$ cat src/rtl/demux1an_rr_param.sv
// 1-to-N demultiplexer with round-robin or directed channel selection.
// Each output channel is registered and accepts a word only when its own ready is high.

module demux1an_ch #(
  parameter int DATA_W = 4,
  parameter int HOLD   = 1
) (
  input  logic              clk_i,
  input  logic              rst_i,
  input  logic              load_i,
  input  logic [DATA_W-1:0] data_i,
  output logic              valid_o,
  output logic [DATA_W-1:0] data_o
);
  logic              valid_q;
  logic [DATA_W-1:0] data_q, data_d;

  always_comb begin
    data_d = data_q;
    if (load_i)         data_d = data_i;
    else if (HOLD == 0) data_d = '0;
  end

  always_ff @(posedge clk_i or posedge rst_i) begin
    if (rst_i) begin
      valid_q <= 1'b0;
      data_q  <= '0;
    end else begin
      valid_q <= load_i;
      data_q  <= data_d;
    end
  end

  assign valid_o = valid_q;
  assign data_o  = data_q;
endmodule

module demux1an_rr_param #(
  parameter  int DATA_W = 4,
  parameter  int N_CH   = 4,
  parameter  int HOLD   = 1,
  localparam int SEL_W  = $clog2(N_CH)
) (
  input  logic                   clk_2f,
  input  logic                   reset,
  input  logic                   valid_in,
  input  logic [DATA_W-1:0]      data_in,
  output logic                   ready_in,
  input  logic                   mode,
  input  logic [SEL_W-1:0]       sel_in,
  input  logic [N_CH-1:0]        ready_out,
  output logic [N_CH-1:0]        valid_out,
  output logic [N_CH*DATA_W-1:0] data_out,
  output logic [SEL_W-1:0]       rr_ptr,
  output logic                   sel_err
);
  logic [SEL_W-1:0] tgt, rr_ptr_q, rr_ptr_d;
  logic [N_CH-1:0]  hit, load;
  logic             accept, sel_oor, sel_err_q;

  assign tgt = mode ? sel_in : rr_ptr_q;

  // hit is all-zero for an out-of-range target, which also blocks ready_in.
  for (genvar k = 0; k < N_CH; k++) begin : g_hit
    assign hit[k] = (tgt == SEL_W'(k));
  end

  assign ready_in = !reset & |(hit & ready_out);
  assign accept   = valid_in & ready_in;
  assign load     = accept ? hit : '0;
  assign sel_oor  = mode & ({1'b0, sel_in} >= (SEL_W+1)'(N_CH));

  always_comb begin
    rr_ptr_d = rr_ptr_q;
    if (accept && !mode)
      rr_ptr_d = (rr_ptr_q == SEL_W'(N_CH-1)) ? '0 : rr_ptr_q + SEL_W'(1);
  end

  always_ff @(posedge clk_2f or posedge reset) begin
    if (reset) begin
      rr_ptr_q  <= '0;
      sel_err_q <= 1'b0;
    end else begin
      rr_ptr_q  <= rr_ptr_d;
      sel_err_q <= valid_in & sel_oor;
    end
  end

  for (genvar k = 0; k < N_CH; k++) begin : g_ch
    demux1an_ch #(.DATA_W(DATA_W), .HOLD(HOLD)) u_ch (
      .clk_i  (clk_2f),
      .rst_i  (reset),
      .load_i (load[k]),
      .data_i (data_in),
      .valid_o(valid_out[k]),
      .data_o (data_out[k*DATA_W +: DATA_W])
    );
  end

  assign rr_ptr  = rr_ptr_q;
  assign sel_err = sel_err_q;
endmodule

$ cat config.mk
export PLATFORM = sky130hd
export DESIGN_NAME = demux1an_rr_param
export DESIGN_NICKNAME = d
export VERILOG_FILES = /design/src/rtl/demux1an_rr_param.sv
export SDC_FILE = /design/constraint.sdc
export NUM_CORES = 1
export LEC_CHECK = 0
export CORE_ASPECT_RATIO = 1.25
export CORE_MARGIN = 2
export CORE_UTILIZATION = 44
export DETAILED_ROUTE_END_ITERATION = 6
export PLACE_DENSITY_LB_ADDON = 0.25
export SLEW_MARGIN = 5
export SYNTH_ARGS = -nofsm -noshare
export SYNTH_HDL_FRONTEND = slang
export SYNTH_HIERARCHICAL = 1
export SYNTH_SLANG_ARGS = --single-unit
$ cat constraint.sdc
create_clock -name clk_2f -period 4.4 [get_ports clk_2f]
set_input_delay 0.88 -clock clk_2f [delete_from_list [all_inputs] [get_ports clk_2f]]
set_output_delay 0.88 -clock clk_2f [all_outputs]
set_load 0.03 [all_outputs]
# --- Word level (Yosys, flattened, before mapping) ---
# Index checks and enable logic that the tools add are counted.
classes:
  n_addsub: 1
  n_eq_ne: 4
  n_mux: 3
  bitwise_logic: 3
  reduce_logical: 5
op_table:
  columns: ["cell", "n"]
  rows:
  - ["== test 2 bit, second input constant", 3]
  - ["bitwise AND 4 bit", 1]
  - ["2-to-1 mux 2 bit", 2]
  - ["2-to-1 mux 4 bit", 1]
  - ["OR reduction 4 bit", 1]
  - ["adder 2 x 1 -> 2 bit, second input constant", 1]
  - ["bitwise AND 1 bit", 2]
  - ["== test 2 x 1 -> 1 bit, second input constant", 1]
  - ["logical NOT 1 bit", 2]
  - ["logical NOT 2 bit", 1]
  - ["logical AND 1 bit", 1]
totals:
  regBits: 22
  out_inout_bits: 24
  elab_cells: 25

# --- Depth between registers and ports, before layout ---
# Gate-level depths: netlist (run 1).
logic_depth:
  depth_word: 7
  ltp_mapped: 4
  ltp_nobuf: 4

# --- Cells and area by module ---
# Netlist (run 1), hierarchy kept.
by_module_without_submodules:
  columns: ["module", "n_inst", "cells_per_inst", "area_per_inst_um2"]
  rows:
  - ["demux1an_ch", 4, 10, 173.9]
  - ["demux1an_rr_param", 1, 21, 230.2]

# --- Least setup slack after synthesis (run 1) ---
# Ideal clock, no wire load.
synth_timing:
  path_type: "in2out"
  startpoint: "in mode"
  endpoint: "out ready_in"
  arrival_time_ns: 2.015
  t_required_ns: 3.520
  slack_ns: 1.505
  path_stages: 3
  cell_sequence: "mux2i_2 > mux4_2 > and2_2"
synth_between:
  elab_chain_len: 5
  elab_cells_between_ends: 8
synth_lines:
  columns: ["element", "line", "text"]
  rows:
  - ["from (decl)", "49", "input logic mode,"]
  - ["2-to-1 mux 2 bit *", "61", "assign tgt = mode ? sel_in : rr_ptr_q;"]
  - ["== test 2 x 1 -> 1 bit, or another cell as far along", "65", "assign hit[k] = (tgt == SEL_W'(k));"]
  - ["bitwise AND 4 bit *", "68", "assign ready_in = !reset & |(hit & ready_out);"]
  - ["OR reduction 4 bit *", "68", null]
  - ["bitwise AND 1 bit *", "68", null]
  - ["to (decl)", "48", "output logic ready_in,"]
# Mark *: on every way between the ends. The rest lies on a longest branch, timed or not.

# --- Worst setup path after layout (run 1) ---
# Ends and elaborated chain as after synthesis.

==> results.txt, run 1 <==
Status: finished clean
Fill cell count: 155
Met2 usage: 27.35%
Largest delay share family, worst path: buffers and inverters
Vias in the first global route: 713
PnR Total Power: 0.9660 mW
GR Util met3: 3.922%
Register-to-Register Path Depth: 4
Most numerous cell in the Yosys netlist: dfrtp_1
Vias per Instance: 5.225
Clk buf depth: 2
I/O pins: 38
Post-synth top cells: dfrtp_1 (22), mux2_2 (17), inv_1 (5)
M1 GR Usage: 20.57%
Worst Setup End Kind: output port
Pin count of the biggest net entering global routing: 14
Worst Path Arrival: 3.18 ns
Syn nets: 76
Design Area, Final: 1356 µm²
Final hold vios: 0
H-tree Lvls: 1
Vias: 627
Gate power share: 50.0%
Clock share of power: 15.5%
Synthesis-stage register bit count: 22
WP depth: 5
TritonRoute pass-1 iters: 4
GPL Wtd Cong: 0.7227
WL/cell: 15.29 µm
Port-buffer cells: 36
FMAX: 0.2464 GHz
Crit share post-route: 92.23%
CTS tree: yes
First-pass GRT wire length: 3.056 mm
Seq/Total Area, Yosys: 59.46%
Die Ht: 55.29 µm
CP bufs+invs: 2
Final ANT Viol Nets: 0
Layout cells sized above 1: 28.00%
Unique masters post-synth: 19
Initial antenna violation count: 0
Synth Cell Area: 925.9 µm²
Switching Share: 37.47%
YS warnings: 6
GRT Residual Overflow: 0
CTS Hold Bufs: 0
Most common cell on crit path: clkdlybuf4s50_1
Hold depth: 1
Die ar.: 2489 µm²
HPWL Detailed: 1.452 mm
Num Clock Sinks: 22
Root Buffer Master: clkbuf_4
Final setup viols: 0
Post-DP Area: 1304 µm²
Flop pwr share: 34.5%
Leak: 0.6045 nW
Core area: 1982 µm²
# DRC: 0
Num rows: 18
Area delta synth->final: 46.49%
Switching power: 0.3620 mW
Top cells by area, synth: dfrtp_1 (59%), mux2_2 (21%), mux2_1 (2.4%), mux4_2 (2.4%), inv_1 (2.0%)
Die Wd: 45.03 µm
Max incr delay on CP: 0.58 ns
Clock transition at path regs: 0.11 ns
Dpl ws: 0.3605 ns
IR drop worst, VDD: 0.5042 mV
Number of synthesized flops with an enable pin: 0
Slowest CP cell: clkdlybuf4s50_1
Mean Syn Cell Area: 15.18 µm²
Final min period: 4.058 ns
Worst hold slack: 0.5242 ns
Drt total wl: 1.835 mm
PostCTS Resize Cnt: 0
Initial Util: 46.72%
Total GRT Usage: 16.79%
Antenna Cells: 0
Final setup skew: 0.002717 ns
Synthesized instance count: 61
CP Launch Type: input pin
Largest area contributor in the netlist: dfrtp_1
Setup CP Type: input pin to output port
Post-CTS Setup Bufs: 0
Detailed Route Iter0 Violations: 7
Worst setup margin: 0.3420 ns
Relative slew slack: 55.43%
Slew @ Worst Pin: 0.6634 ns
RSZ-0062 raised after global routing: no
Clk Latency, worst-skew pair: 0.30 ns
Pwr/cell area: 712.2 nW/µm²
Share of the synthesized area in the top cell type: 59.46%
Ys flop type: dfrtp_1
GRT busiest layer: met2
Min-Delay Path Class: register to register
CP Max Fanout: 6
Worst Path Required: 3.52 ns
Fin Setup TNS: 0 ns
Max-Cap Viols: 0
Final nets: 116
Cts bufs inserted: 3
Post-synth ARST share: 100.0%
Int Power: 0.6040 mW
Crit-path cells: clkdlybuf4s50_1 -> mux2i_2 -> mux4_2 -> and2_2 -> clkdlybuf4s50_1
Final Slew Violations: 0
[routing by layer]
| metal | up-vias | wire length (µm) |
|---|---|---|
| met5 | - | 0 |
| met4 | 0 | 23 |
| met3 | 4 | 107 |
| met2 | 24 | 967 |
| met1 | 311 | 736 |
| li1 | 288 | - |
[final cells by class]
type / instances / area, µm² / share of cell area (%)
Timing Repair Buffer: 36 / 360.3 / 26.57
Clock buffer: 3 / 22.52 / 1.661
Clock inverter: 1 / 30.03 / 2.214
Sequential cell: 22 / 550.5 / 40.59
Multi-Input combinational cell: 33 / 349.1 / 25.74
Inverter: 5 / 18.77 / 1.384
Tap cell: 20 / 25.02 / 1.845
[path summary, 6_finish.rpt]
kind / slack [ns] / end / startpoint
max: 0.34 / ready_in / mode
min: 0.52 / g_ch[3].u_ch/data_o[2] / g_ch[3].u_ch/data_o[2]
max reg2reg: 2.43 / g_ch[0].u_ch/data_o[0] / rr_ptr[1]
min reg2reg: 0.52 / g_ch[3].u_ch/data_o[2] / g_ch[3].u_ch/data_o[2]
max in group asynchronous: 3.29 / g_ch[1].u_ch/data_o[3] / reset
min in group asynchronous: 0.91 / rr_ptr[0] / reset
[kinds of logic after synthesis]
family                   after synthesis  share of synthesized area (%)
buffers and inverters                  6                          2.838
flip-flops                            22                          59.46
other                                  1                         0.4050
adder cells (fa/ha/maj)                1                          1.351
AND/OR/NAND/NOR                        9                          7.837
multiplexers                          22                          28.11
[metrics by stage]
stage | instances | util, %
global route | 120 | 68.43
CTS | 120 | 68.43
global placement | 116 | 65.78
floorplan | 61 | -
detailed placement | 116 | 65.78
finish | 120 | 68.43
[cell usage in the layout (no fill, tap or decap)]
cell type / synthesis / final
and2_2: 1 / 1
and2b_1: 1 / 1
and4_2: 1 / 1
and4b_2: 1 / 1
and4bb_2: 1 / 1
bufinv_16: 0 / 1
clkbuf_4: 0 / 3
clkdlybuf4s50_1: 0 / 36
conb_1: 1 / 1
dfrtp_1: 22 / 22
ha_1: 1 / 1
inv_1: 5 / 5
mux2_1: 2 / 2
mux2_2: 17 / 17
mux2i_1: 1 / 1
mux2i_2: 1 / 1
mux4_2: 1 / 1
nand2_1: 1 / 1
nand3b_2: 1 / 1
nor2_1: 1 / 1
nor3_1: 1 / 1
[power groups by stage]
stage                     Sequential, mW  Clock (mW)  Combinational [mW]
after CTS                          0.335       0.153               0.487
after detailed placement           0.340           0               0.485
after global routing               0.346       0.162               0.507
final                              0.333       0.150               0.483
after floorplan                    0.499           0               0.113
after global placement             0.335           0               0.478
[flip-flops by register name (all words and copies together) (netlist names)]
name,cells
g_ch.u_ch/data_o,16
g_ch.u_ch/valid_o,4
rr_ptr,2
Power figures use the tool's default switching activity.
==> inputs of run 2 (changes only) <==
GPL_TIMING_DRIVEN = 0   (was not set)
==> run 2 against run 1 <==
  * Cell area fell by 0.65%
  * Global-route usage fell by 0.54 points
  * Utilization fell by 0.44 points
==> results.txt, run 2 (synthesized netlist as in run 1, its figures left out) <==
Root Buffer Master: clkbuf_4
GRT Residual Overflow: 0 (unchanged)
Die Wd: 45.03 µm (unchanged)
Largest delay share family, worst path: buffers and inverters
Initial antenna violation count: 0 (unchanged)
Status: finished clean
Post-CTS Setup Bufs: 0 (unchanged)
Max reg flops: 16 (unchanged)
Setup CP Type: input pin to output port
Final nets: 117 (+0.86%)
R2R Setup Slk: 2.39 ns (-0.04 ns)
Slew @ Worst Pin: 0.7008 ns (+0.03745 ns)
IR drop worst, VDD: 0.5594 mV (+11%)
Die Ht: 55.29 µm (unchanged)
Clk buf depth: 2 (unchanged)
CP Launch Type: input pin
CP bufs+invs: 2 (unchanged)
WP depth: 5 (unchanged)
Worst Path Arrival: 3.20 ns (+0.02 ns)
Most frequent cells in the layout: clkdlybuf4s50_1 (36), dfrtp_1 (22), mux2_2 (17), inv_1 (5), clkbuf_4 (3)
Leak: 0.6030 nW (-0.25%)
GPL Wtd Cong: 0.7410 (+2.5%)
Final Slew Violations: 0 (unchanged)
Worst setup startpoint: mode
Port-buffer cells: 36 (unchanged)
Register-to-Register Path Depth: 4 (unchanged)
Vias in the first global route: 655 (-8.1%)
Critical R2R Launch: rr_ptr[1]
Total GRT Usage: 16.24% (-0.54 points)
Final min period: 4.079 ns (+0.02050 ns)
Crit-path cells: clkdlybuf4s50_1 -> mux2i_2 -> mux4_2 -> and2_2 -> clkdlybuf4s50_1
Most common cell after layout, fill and taps aside: clkdlybuf4s50_1
Drt total wl: 1.823 mm (-0.65%)
Initial Util: 46.72% (unchanged)
Area delta synth->final: 45.54%
Min-Delay Path Class: register to register
Relative slew slack: 52.92% (-2.5 points)
H-tree Lvls: 1 (unchanged)
Final core occ: 67.99% (-0.44 points)
Final ANT Viol Nets: 0 (unchanged)
Max incr delay on CP: 0.58 ns (about the same)
Num rows: 18 (unchanged)
CTS Hold Bufs: 0 (unchanged)
PostCTS Resize Cnt: 0 (unchanged)
Worst hold start: g_ch[0].u_ch/data_o[0]
FMAX: 0.2452 GHz (-0.50%)
Dpl ws: 0.3298 ns (-0.03071 ns)
# DRC: 0 (unchanged)
Fin Setup TNS: 0 ns (unchanged)
Crit share post-route: 92.69% (+0.47 points)
Final setup viols: 0 (unchanged)
Vias per Instance: 5.008 (-4.1%)
Worst min-delay path endpoint: g_ch[0].u_ch/data_o[0]
Most common cell on crit path: clkdlybuf4s50_1
Pwr/cell area: 684.8 nW/µm² (-3.8%)
Slowest CP cell: mux4_2
Cts bufs inserted: 3 (unchanged)
Max-Cap Viols: 0 (unchanged)
Layout cells sized above 1: 28.71% (+0.71 points)
Pin count of the biggest net entering global routing: 13 (-1)
Hold depth: 1 (unchanged)
TritonRoute pass-1 iters: 3 (-1)
Final hold vios: 0 (unchanged)
Post-DP Area: 1311 µm² (+0.58%)
Design Area, Final: 1348 µm² (-0.65%)
Num Clock Sinks: 22 (unchanged)
Vias: 606 (-3.3%)
Fill cell count: 162 (+4.5%)
Worst Path Required: 3.52 ns (about the same)
Clock transition at path regs: 0.11 ns (about the same)
Core area: 1982 µm² (unchanged)
Detailed Route Iter0 Violations: 4 (-3)
CTS tree: yes
R2R Path End: g_ch[0].u_ch/data_o[3]
PnR Total Power: 0.9228 mW (-4.5%)
I/O pins: 38 (unchanged)
RSZ-0062 raised after global routing: no
Antenna Cells: 0 (unchanged)
Die ar.: 2489 µm² (unchanged)
CP Max Fanout: 6 (unchanged)
HPWL Detailed: 1.443 mm (-0.60%)
Worst Setup End Kind: output port
First-pass GRT wire length: 3.008 mm (-1.6%)
Final setup skew: 0.008581 ns (+0.005864 ns)
WL/cell: 15.07 µm (-1.5%)
Clk Latency, worst-skew pair: 0.29 ns (about the same)
Worst setup margin: 0.3215 ns (-0.02050 ns)
run 2: per-layer routing:
| layer | wire length, µm | track usage [%] | vias up |
|---|---|---|---|
| li1 | - | - | 289 |
| met1 | 780 | 21.13 | 293 |
| met2 | 904 | 25.92 | 22 |
| met3 | 126 | 4.248 | 2 |
| met4 | 12 | 5.042 | 0 |
| met5 | 0 | 0 | - |
run 2: worst max-delay path by stage:
stage                     endpoint  slack, ns
after floorplan           ready_in       1.50
after global placement    ready_in       0.35
after detailed placement  ready_in       0.33
after CTS                 ready_in       0.32
final                     ready_in       0.32
after global routing      ready_in       0.25
run 2: report_power, final:
part | leakage (nW) | total (mW) | internal [mW] | switching (mW)
Clock | 0.0210 | 0.106 | 0.0503 | 0.0556
Sequential | 0.276 | 0.332 | 0.284 | 0.0479
Combinational | 0.306 | 0.485 | 0.229 | 0.256
run 2: per-stage QoR:
| stage | hold slack, ns | std cells |
|---|---|---|
| 2_1_floorplan | 0.6263 | 61 |
| 3_3_place_gp | 0.4901 | 117 |
| 3_5_place_dp | 0.4985 | 117 |
| 4_1_cts | 0.5257 | 121 |
| 5_1_grt | 0.5446 | 121 |
| 6_report | 0.5214 | 121 |
run 2: final cells by class:
class | count | area (µm²) | share of cell area, %
Buffer | 1 | 7.507 | 0.5571
Clock buffer | 4 | 36.28 | 2.693
Inverter | 5 | 18.77 | 1.393
Multi-Input combinational cell | 33 | 349.1 | 25.91
Sequential cell | 22 | 550.5 | 40.85
Tap cell | 20 | 25.02 | 1.857
Timing Repair Buffer | 36 | 360.3 | 26.74
==> inputs of run 3 (changes only) <==
CAP_MARGIN = 25   (was not set)
==> results of run 3 <==
The final DEF is identical to that of run 2; final timing and power are the same.
